$ cat src/rtl/mc_controller.sv
// Multicycle RV32I-style control FSM: sequences fetch, decode, memory, ALU and
// branch steps, and faults any memory handshake that outlasts TIMEOUT cycles.
//
// state      | meaning
// -----------+------------------------------------------------------------
// s_fetch    | instruction read at PC; IR/OldPC and PC <= PC+4 on MemReady
// s_decode   | ALUOut <= OldPC + B-imm (branch target), dispatch on op
// s_memadr   | ALUOut <= rs1 + I/S-imm
// s_memread  | load request at ALUOut
// s_memwb    | rd <= MemData
// s_memwrite | store request at ALUOut
// s_execr    | ALUOut <= rs1 op rs2
// s_execi    | ALUOut <= rs1 op imm
// s_upper    | ALUOut <= U-imm (LUI) or OldPC + U-imm (AUIPC)
// s_aluwb    | rd <= ALUOut
// s_branch   | rs1 - rs2 compare, PC <= target when taken
// s_jal      | rd <= OldPC+4, PC <= target
// s_jalr     | PC <= rs1 + I-imm
// s_halt     | terminal until reset, Halt=1
// s_fault    | terminal until reset, Fault=1

module mc_controller #(
    parameter int TIMEOUT    = 16,
    parameter bit HAS_SYSTEM = 1'b1
) (
    input  logic       clk,
    input  logic       reset,
    input  logic [6:0] op,
    input  logic [2:0] funct3,
    input  logic       funct7b5,
    input  logic [3:0] Flag,
    input  logic       MemReady,
    output logic       MemReq,
    output logic       MemWrite,
    output logic       AdrSrc,
    output logic       IRWrite,
    output logic       PCWrite,
    output logic       RegWrite,
    output logic [1:0] ALUSrcA,
    output logic [1:0] ALUSrcB,
    output logic [3:0] ALUControl,
    output logic [2:0] ImmSrc,
    output logic [1:0] ResultSrc,
    output logic       Halt,
    output logic       Fault
);

    typedef enum logic [3:0] {
        s_fetch, s_decode, s_memadr, s_memread, s_memwb, s_memwrite,
        s_execr, s_execi, s_upper, s_aluwb, s_branch, s_jal, s_jalr,
        s_halt, s_fault
    } state_t;

    localparam logic [6:0] OP_LOAD   = 7'b0000011;
    localparam logic [6:0] OP_STORE  = 7'b0100011;
    localparam logic [6:0] OP_REG    = 7'b0110011;
    localparam logic [6:0] OP_IMM    = 7'b0010011;
    localparam logic [6:0] OP_LUI    = 7'b0110111;
    localparam logic [6:0] OP_AUIPC  = 7'b0010111;
    localparam logic [6:0] OP_BRANCH = 7'b1100011;
    localparam logic [6:0] OP_JAL    = 7'b1101111;
    localparam logic [6:0] OP_JALR   = 7'b1100111;
    localparam logic [6:0] OP_SYSTEM = 7'b1110011;

    localparam logic [3:0] ALU_ADD  = 4'b0000;
    localparam logic [3:0] ALU_SUB  = 4'b0001;
    localparam logic [3:0] ALU_SLL  = 4'b0010;
    localparam logic [3:0] ALU_SLT  = 4'b0011;
    localparam logic [3:0] ALU_SLTU = 4'b0100;
    localparam logic [3:0] ALU_XOR  = 4'b0101;
    localparam logic [3:0] ALU_SRL  = 4'b0110;
    localparam logic [3:0] ALU_SRA  = 4'b0111;
    localparam logic [3:0] ALU_OR   = 4'b1000;
    localparam logic [3:0] ALU_AND  = 4'b1001;

    localparam logic [2:0] IMM_I = 3'b000;
    localparam logic [2:0] IMM_S = 3'b001;
    localparam logic [2:0] IMM_B = 3'b010;
    localparam logic [2:0] IMM_U = 3'b100;

    localparam logic [7:0] WAIT_LAST = 8'(TIMEOUT - 1);

    state_t     state, state_next;
    logic [7:0] wait_cnt, wait_next;
    logic       mem_wait, wait_expired;

    logic       mem_req, mem_write_raw, ir_write_raw, pc_write_raw, reg_write_raw;
    logic       adr_src;
    logic [1:0] alu_src_a, alu_src_b, result_src;
    logic [3:0] alu_ctrl;
    logic [2:0] imm_src;
    logic       br_taken, br_bad;

    logic ovf, carry, neg, zero;
    assign {ovf, carry, neg, zero} = Flag;

    function automatic logic [3:0] alu_decode(input logic [2:0] f3, input logic alt,
                                              input logic is_reg);
        logic [3:0] code;
        case (f3)
            3'b000:  code = (is_reg && alt) ? ALU_SUB : ALU_ADD;
            3'b001:  code = ALU_SLL;
            3'b010:  code = ALU_SLT;
            3'b011:  code = ALU_SLTU;
            3'b100:  code = ALU_XOR;
            3'b101:  code = alt ? ALU_SRA : ALU_SRL;
            3'b110:  code = ALU_OR;
            default: code = ALU_AND;
        endcase
        return code;
    endfunction

    always_ff @(posedge clk or posedge reset) begin
        if (reset) begin
            state    <= s_fetch;
            wait_cnt <= '0;
        end else begin
            state    <= state_next;
            wait_cnt <= wait_next;
        end
    end

    assign mem_wait     = ((state == s_fetch) || (state == s_memread) || (state == s_memwrite))
                          && !MemReady;
    assign wait_expired = (wait_cnt == WAIT_LAST);

    always_comb begin
        br_taken = 1'b0;
        br_bad   = 1'b0;
        case (funct3)
            3'b000:  br_taken = zero;
            3'b001:  br_taken = !zero;
            3'b100:  br_taken = neg ^ ovf;
            3'b101:  br_taken = !(neg ^ ovf);
            3'b110:  br_taken = !carry;
            3'b111:  br_taken = carry;
            default: br_bad   = 1'b1;
        endcase
    end

    always_comb begin
        state_next    = state;
        mem_req       = 1'b0;
        mem_write_raw = 1'b0;
        adr_src       = 1'b0;
        ir_write_raw  = 1'b0;
        pc_write_raw  = 1'b0;
        reg_write_raw = 1'b0;
        alu_src_a     = 2'b00;
        alu_src_b     = 2'b00;
        alu_ctrl      = ALU_ADD;
        imm_src       = IMM_I;
        result_src    = 2'b00;
        case (state)
            s_fetch: begin
                mem_req      = 1'b1;
                alu_src_b    = 2'b10;
                result_src   = 2'b10;
                ir_write_raw = MemReady;
                pc_write_raw = MemReady;
                if (MemReady)          state_next = s_decode;
                else if (wait_expired) state_next = s_fault;
            end
            s_decode: begin
                alu_src_a = 2'b01;
                alu_src_b = 2'b01;
                imm_src   = IMM_B;
                case (op)
                    OP_LOAD, OP_STORE: state_next = s_memadr;
                    OP_REG:            state_next = s_execr;
                    OP_IMM:            state_next = s_execi;
                    OP_LUI, OP_AUIPC:  state_next = s_upper;
                    OP_BRANCH:         state_next = s_branch;
                    OP_JAL:            state_next = s_jal;
                    OP_JALR:           state_next = s_jalr;
                    OP_SYSTEM:         state_next = HAS_SYSTEM ? s_halt : s_fault;
                    default:           state_next = s_fault;
                endcase
            end
            s_memadr: begin
                alu_src_a  = 2'b10;
                alu_src_b  = 2'b01;
                imm_src    = op[5] ? IMM_S : IMM_I;
                state_next = op[5] ? s_memwrite : s_memread;
            end
            s_memread: begin
                mem_req = 1'b1;
                adr_src = 1'b1;
                if (MemReady)          state_next = s_memwb;
                else if (wait_expired) state_next = s_fault;
            end
            s_memwb: begin
                result_src    = 2'b01;
                reg_write_raw = 1'b1;
                state_next    = s_fetch;
            end
            s_memwrite: begin
                mem_req       = 1'b1;
                mem_write_raw = 1'b1;
                adr_src       = 1'b1;
                if (MemReady)          state_next = s_fetch;
                else if (wait_expired) state_next = s_fault;
            end
            s_execr: begin
                alu_src_a  = 2'b10;
                alu_src_b  = 2'b00;
                alu_ctrl   = alu_decode(funct3, funct7b5, 1'b1);
                state_next = s_aluwb;
            end
            s_execi: begin
                alu_src_a  = 2'b10;
                alu_src_b  = 2'b01;
                imm_src    = IMM_I;
                alu_ctrl   = alu_decode(funct3, funct7b5, 1'b0);
                state_next = s_aluwb;
            end
            s_upper: begin
                // op[5] separates LUI (zero base) from AUIPC (OldPC base)
                alu_src_a  = op[5] ? 2'b11 : 2'b01;
                alu_src_b  = 2'b01;
                imm_src    = IMM_U;
                state_next = s_aluwb;
            end
            s_aluwb: begin
                reg_write_raw = 1'b1;
                state_next    = s_fetch;
            end
            s_branch: begin
                alu_src_a    = 2'b10;
                alu_src_b    = 2'b00;
                alu_ctrl     = ALU_SUB;
                pc_write_raw = br_taken && !br_bad;
                state_next   = br_bad ? s_fault : s_fetch;
            end
            s_jal: begin
                alu_src_a     = 2'b01;
                alu_src_b     = 2'b10;
                pc_write_raw  = 1'b1;
                reg_write_raw = 1'b1;
                state_next    = s_fetch;
            end
            s_jalr: begin
                alu_src_a    = 2'b10;
                alu_src_b    = 2'b01;
                imm_src      = IMM_I;
                result_src   = 2'b10;
                pc_write_raw = 1'b1;
                state_next   = s_aluwb;
            end
            s_halt:  state_next = s_halt;
            s_fault: state_next = s_fault;
            default: state_next = s_fault;
        endcase
    end

    always_comb begin
        if (state_next != state) wait_next = '0;
        else if (mem_wait)       wait_next = wait_cnt + 8'd1;
        else                     wait_next = wait_cnt;
    end

    // Reset kills the request and all write strobes combinationally so an
    // in-flight access is abandoned without waiting for a clock edge.
    assign MemReq     = mem_req & ~reset;
    assign MemWrite   = mem_write_raw & ~reset;
    assign IRWrite    = ir_write_raw & ~reset;
    assign PCWrite    = pc_write_raw & ~reset;
    assign RegWrite   = reg_write_raw & ~reset;
    assign AdrSrc     = adr_src;
    assign ALUSrcA    = alu_src_a;
    assign ALUSrcB    = alu_src_b;
    assign ALUControl = alu_ctrl;
    assign ImmSrc     = imm_src;
    assign ResultSrc  = result_src;
    assign Halt       = (state == s_halt);
    assign Fault      = (state == s_fault);

endmodule

$ cat config.mk
export PLATFORM = sky130hd
export DESIGN_NAME = mc_controller
export DESIGN_NICKNAME = d
export VERILOG_FILES = /design/src/rtl/mc_controller.sv
export SDC_FILE = /design/constraint.sdc
export NUM_CORES = 1
export LEC_CHECK = 0
export CAP_MARGIN = 20
export CORE_UTILIZATION = 48
export CTS_CLUSTER_DIAMETER = 50
export DETAILED_ROUTE_END_ITERATION = 7
export GPL_TIMING_DRIVEN = 0
export PLACE_DENSITY = 0.92
export SLEW_MARGIN = 0
export SYNTH_ARGS = -nofsm -noshare
export SYNTH_HDL_FRONTEND = slang
export SYNTH_SLANG_ARGS = --single-unit
$ cat constraint.sdc
create_clock -name clk -period 2.5 [get_ports clk]
set_input_delay 0.75 -clock clk [delete_from_list [all_inputs] [get_ports clk]]
set_output_delay 0.75 -clock clk [all_outputs]
set_load 0.01 [all_outputs]
* After elaboration in Yosys (flattened, before gate mapping) *
Cells that the tools add are included.

word-level totals
  register bits after elaboration = 12
  output and inout bits = 21

operators by class
  mux-type cells = 28
  reduce and logical (&&, ||, !) cells = 24
  bitwise operators = 7
  equality and inequality tests = 33
  $add $sub $neg = 1

operators with widths
  cell                                                                   number
  4-bit one-hot mux with 7 select lines                                  2
  4-bit one-hot mux with 9 select lines                                  1
  4-bit one-hot mux with 8 select lines                                  1
  4-bit equality test, second input constant                             7
  7-bit equality test, second input constant                             4
  7-bit by 6-bit equality test with 1-bit output, second input constant  3
  4-bit two-way mux                                                      5
  4-bit by 3-bit equality test with 1-bit output, second input constant  4
  8-bit two-way mux                                                      2
  7-bit by 5-bit equality test with 1-bit output, second input constant  2
  2-bit OR reduction                                                     7
  3-bit equality test, second input constant                             4
  4-bit one-hot mux with 3 select lines                                  1
  5-bit OR reduction                                                     2
  3-bit one-hot mux with 3 select lines                                  1
  8-bit by 1-bit adder with 8-bit output, second input constant          1
  4-bit by 2-bit equality test with 1-bit output, second input constant  2
  8-bit by 4-bit equality test with 1-bit output, second input constant  1
  1-bit two-way mux                                                      8
  2-bit one-hot mux with 2 select lines                                  2
  7-bit by 2-bit equality test with 1-bit output, second input constant  1
  3-bit by 2-bit equality test with 1-bit output, second input constant  2
  1-bit one-hot mux with 6 select lines                                  1
  2-bit one-hot mux with 3 select lines                                  1
  other kinds (18)                                                       28

* Logic depth before layout (Yosys ltp) *
  depth in word-level cells = 6
  gate-level depth with buffers = 8
  gate-level depth less buffers = 7

* Least setup slack after synthesis *
OpenSTA, ideal clock, no wires.

  path type = register to output
  start point = reg state[3]
  end point = out ALUControl[0]
  data required time = 1.750 ns
  data arrival time = 1.626 ns
  setup slack = 0.124 ns
  stages on the path, launching flop included = 6
  path buffers = 3
  cell sequence = dfrtp_1 -> buf_2 -> buf_2 -> buf_1 -> or2_2 -> o32ai_1

on the way
  cells in the longest elaborated chain, start to end = 2
  elaborated cells between the ends (all ways) = 4
  those cells by class = eq/ne (3); mux (1)

RTL lines
  item                                                                                          RTL line  source
  start, declared                                                                               83        state_t state, state_next;
  start signal, assigned                                                                        115       state <= s_fetch;
  start signal, assigned                                                                        118       state <= state_next;
  4-bit equality test / 4-bit by 3-bit equality test with 1-bit output (equally long branches)  154       case (state)
  4-bit one-hot mux with 3 select lines *                                                       154
  end, declared                                                                                 41        output logic [3:0] ALUControl,

Mark *: on every way between the ends. The rest lies on a longest branch, timed or not.

* Final worst setup path *
  start point = in Flag[3]
  end point = out PCWrite

on the way
  cells in the longest elaborated chain, start to end = 6

RTL lines
  item                                     RTL line  source
  start, declared                          31        input logic [3:0] Flag,
  1-bit XOR *                              133, 134
  1-bit logical NOT                        134       3'b101: br_taken = !(neg ^ ovf);
  1-bit one-hot mux with 6 select lines *  130       case (funct3)
  1-bit logical AND *                      232       pc_write_raw = br_taken && !br_bad;
  1-bit one-hot mux with 3 select lines *  154
  1-bit bitwise AND *                      267       assign PCWrite = pc_write_raw & ~reset;
  end, declared                            37        output logic PCWrite,

Marked as above.

==> impl_metrics.prom <==
# TYPE chip_impl_metric gauge
chip_impl_metric{name="min_period",unit="ns"} 2.65
chip_impl_metric{name="avgViaCountPerCell",unit=""} 6.88
chip_impl_metric{name="drt-pass1-iter-count",unit=""} 8
chip_impl_metric{name="yosys-mux-area-fraction",unit="%"} 0.708
chip_impl_metric{name="ys_warnings",unit=""} 0
chip_impl_metric{name="globalplace.congestion",unit=""} 0.897
chip_impl_metric{name="drt_wl_total",unit="mm"} 5.86
chip_impl_metric{name="number_of_placed_instances_with_taps_included",unit=""} 261
chip_impl_metric{name="timing.critical_path.arrival",unit="ns"} 1.90
chip_impl_metric{name="flow.area_growth_from_synthesis",unit="%"} 57.5
chip_impl_metric{name="drt_iter0_markers",unit=""} 322
chip_impl_metric{name="totalPowerFinal",unit="W"} 0.00244
chip_impl_metric{name="initial_antenna_violation_count",unit=""} 0
chip_impl_metric{name="utilization_after_layout",unit="%"} 80.1
chip_impl_metric{name="power_leakage",unit="nW"} 1.00
chip_impl_metric{name="via_count",unit=""} 1996
chip_impl_metric{name="antennaDiodeCount",unit=""} 0
chip_impl_metric{name="synth-compound-area-share",unit="%"} 22.5
chip_impl_metric{name="port_buffer_cells",unit=""} 36
chip_impl_metric{name="post_route_cells_drive_above_1_share",unit="%"} 33.2
chip_impl_metric{name="crit_path_max_fanout",unit=""} 1
chip_impl_metric{name="nFillCells",unit=""} 165
chip_impl_metric{name="ys_async_sr_fraction",unit="%"} 100
chip_impl_metric{name="power_density",unit="mW/mm2"} 1100
chip_impl_metric{name="seq_area_frac_synth",unit="%"} 21.2
chip_impl_metric{name="cp.required",unit="ns"} 1.75
chip_impl_metric{name="fp.dieW",unit="um"} 56.3
chip_impl_metric{name="core_region_area",unit="mm2"} 0.00278
chip_impl_metric{name="all_layer_global_routing_usage",unit="%"} 31.6
chip_impl_info{name="critical_path.startpoint_type",value="primary input"} 1
chip_impl_info{name="post-synth-top-count-cell",value="sky130_fd_sc_hd__nor2_1"} 1
chip_impl_info{name="yosys-top-cells-count",value="25 x sky130_fd_sc_hd__nor2_1, 15 x sky130_fd_sc_hd__nor3_1, 14 x sky130_fd_sc_hd__a21oi_1, 14 x sky130_fd_sc_hd__nand2_1"} 1
chip_impl_metric{name="antenna_violating_nets_post_route",unit=""} 0
chip_impl_info{name="postSynth.topFlopCell",value="sky130_fd_sc_hd__dfrtp_1"} 1
chip_impl_metric{name="drv_cap",unit=""} 0
chip_impl_info{name="cts_root_buffer",value="sky130_fd_sc_hd__clkbuf_4"} 1
chip_impl_metric{name="setup_ws",unit="ns"} -0.145
chip_impl_metric{name="design.final.nets",unit=""} 279
chip_impl_metric{name="io_count",unit=""} 39
chip_impl_metric{name="routedWlPerCell",unit="um"} 20.2
chip_impl_metric{name="cts.reportedPaths.clkPinSlew",unit="ns"} 0.07
chip_impl_metric{name="worst_slew_margin_rel",unit="%"} 68.3
chip_impl_metric{name="die_height",unit="um"} 56.3
chip_impl_metric{name="report.final.hold_viol_count",unit=""} 0
chip_impl_info{name="timing.critical_path.cells",value="buf_8 > xnor2_4 > a21oi_2 > xnor2_1 > o221ai_1 > a41oi_1 > nor2_1 > buf_2"} 1
chip_impl_metric{name="synth-adder-area-share",unit="%"} 0.885
chip_impl_metric{name="postSynthNetCount",unit=""} 213
chip_impl_metric{name="cts.sink_count",unit=""} 12
chip_impl_metric{name="cts.htree.levels",unit=""} 1
chip_impl_metric{name="ff_latch_area",unit="um2"} 305
chip_impl_metric{name="grt_max_degree",unit=""} 13
chip_impl_metric{name="placement_rows",unit=""} 19
chip_impl_info{name="rsz_0062_raised_after_global_routing",value="true"} 1
chip_impl_metric{name="insertion_delay",unit="ns"} 0.28
chip_impl_info{name="cts_tree",value="done"} 1
chip_impl_metric{name="final-setup-viol-count",unit=""} 3
chip_impl_info{name="synth.top_cells.by_area",value="sky130_fd_sc_hd__dfrtp_1 21%, sky130_fd_sc_hd__nor2_1 6.6%, sky130_fd_sc_hd__nor3_1 5.3%, sky130_fd_sc_hd__a21oi_1 5.0%, sky130_fd_sc_hd__xor2_1 4.3%"} 1
chip_impl_metric{name="grt_first_pass_wirelength",unit="mm"} 7.96
chip_impl_metric{name="synth_seq_cells",unit=""} 12
chip_impl_metric{name="vdd_ir_drop_max",unit="uV"} 1050
chip_impl_info{name="worst_hold_path_type",value="reg2reg"} 1
chip_impl_metric{name="synth-edff-count",unit=""} 0
chip_impl_metric{name="timing.critical_path.slowest_cell_delay",unit="ns"} 0.25
chip_impl_metric{name="tightest_slew",unit="ns"} 0.471
chip_impl_metric{name="clock-skew-final",unit="ns"} 0.00508
chip_impl_metric{name="place_hpwl",unit="mm"} 2.92
chip_impl_metric{name="vias_in_the_first_global_route",unit=""} 1645
chip_impl_metric{name="final.period_utilization",unit="%"} 106
chip_impl_metric{name="ys_types",unit=""} 48
chip_impl_metric{name="route.detailed.drc",unit=""} 0
chip_impl_info{name="failed_checks",value="setup timing"} 1
chip_impl_info{name="main_combinational_cell_family_by_area_after_synthesis",value="simple AND/OR/NAND/NOR gates"} 1
chip_impl_info{name="path_type_of_the_worst_setup_path",value="in2out"} 1
chip_impl_metric{name="synth_xor_xnor_area_share",unit="%"} 7.96
chip_impl_metric{name="final-max-slew-violation-count",unit=""} 0
chip_impl_metric{name="die_area",unit="mm2"} 0.00317
chip_impl_info{name="synth.largest_area_cell",value="sky130_fd_sc_hd__dfrtp_1"} 1
chip_impl_info{name="outcome",value="finished, violations left"} 1
chip_impl_metric{name="multi_input_comb_area",unit="mm2"} 0.00118
chip_impl_info{name="worstSetupEndpointType",value="output port"} 1
chip_impl_metric{name="cts_hold_buf",unit=""} 0
chip_impl_metric{name="syn-instance-count",unit=""} 194
chip_impl_metric{name="netlist_area",unit="mm2"} 0.00141
chip_impl_metric{name="start_util",unit="%"} 50.8
chip_impl_metric{name="clockBufferDepth",unit=""} 2
chip_impl_info{name="critical_path.slowest_cell",value="sky130_fd_sc_hd__a41oi_1"} 1
chip_impl_metric{name="synth_top_cell_area_share",unit="%"} 21.2
chip_impl_metric{name="tritoncts.num_buffers",unit=""} 3
chip_impl_metric{name="max_freq",unit="MHz"} 378
chip_impl_metric{name="synthSimpleGateAreaFrac",unit="%"} 41.4
chip_impl_metric{name="grt_overflow",unit=""} 0
chip_impl_metric{name="average_cell_area_after_synthesis",unit="um2"} 7.29
chip_impl_metric{name="final_cell_count_no_fill",unit=""} 290
-- sequential cells by signal (all words and copies together) (netlist names) --
signal,count
wait_cnt,8
state,4
-- repair_timing --
action                     CTS  global route
setup endpoints to repair   29            21
cloned                       0             0
gates resized for setup     78            46
pin swaps                   12            12
buffers inserted            14            13
-- routing by layer --
metal	up-vias	share of wire [%]	global-route usage (%)
met2	184	47	49.5
met1	929	36	43.3
met5	-	0	0
met3	36	12	6.68
met4	0	4.8	10.8
li1	847	-	-
-- worst max-delay path, delay by kind of cell --
| kind | cells | cell delay (ns) |
|---|---|---|
| simple gates | 1 | 0.05 |
| xor+xnor | 2 | 0.26 |
| buf+inv | 2 | 0.24 |
| compound gates | 3 | 0.58 |
-- area by class of cell --
cell class	instances	area share [%]
clock buffers	4	1.63
repair buffers	63	24.1
inverters	5	1.18
multi-input cells	164	52.9
well taps	31	1.74
plain buffers	11	4.78
flip-flops and latches	12	13.7
-- cells by family after synthesis --
family	Yosys count
simple gates	102
compound gates	48
buf+inv	18
xor+xnor	12
flops	12
mux	1
fa+ha+maj	1
-- through the flow --
stage	hold WS, ns	worst slack, ns	cell area, um2	TNS (ns)
floorplan	0.557	0.124	1410	0
global placement	0.589	-0.886	1810	-7.96
detailed placement	0.599	-0.881	1810	-9.08
CTS	0.621	-0.115	2040	-0.162
global route	0.643	-0.265	2230	-0.567
finish	0.614	-0.145	2230	-0.235
-- placed cells by master, fill, tap and decap left out, drive strengths merged, types with 2 or more instances in the layout --
| cell | n |
|---|---|
| nor4b | 2 |
| o21ai | 12 |
| clkinvlp | 2 |
| xnor2 | 4 |
| and3 | 3 |
| o211ai | 2 |
| nand3b | 3 |
| a32oi | 2 |
| nand3 | 3 |
| clkbuf | 10 |
| a21oi | 14 |
| nand4b | 2 |
| buf | 41 |
| o22ai | 4 |
| or3 | 5 |
| xor2 | 8 |
| nor2 | 25 |
| nand4 | 8 |
| inv | 3 |
| nand4bb | 2 |
| nand2 | 14 |
| clkdlybuf4s50 | 4 |
| nor2b | 5 |
| nand2b | 7 |
| or2 | 3 |
| dfrtp | 12 |
| o221ai | 4 |
| nor3 | 16 |
| dlymetal6s2s | 4 |
| dlygate4sd2 | 19 |
-- report_power, final --
group / internal, W / leakage, nW / switching, W
clock: 0.0000886 / 0.0210 / 0.0000675
sequential: 0.000233 / 0.157 / 0.0000415
combinational: 0.000896 / 0.823 / 0.00111
total: 0.00122 / 1.00 / 0.00122
-- path summary, 6_finish.rpt --
kind / startpoint / endpoint / slack [ns] / cells after the start
min in group asynchronous: reset / state[2] / 0.73 / 3
min reg2reg: wait_cnt[4] / wait_cnt[4] / 0.61 / 2
max: Flag[3] / PCWrite / -0.15 / 8
max reg2reg: state[2] / wait_cnt[1] / 0.20 / 9
min: wait_cnt[4] / wait_cnt[4] / 0.61 / 2
max in group asynchronous: reset / state[0] / 1.59 / 3
Power figures use the tool's default switching activity.
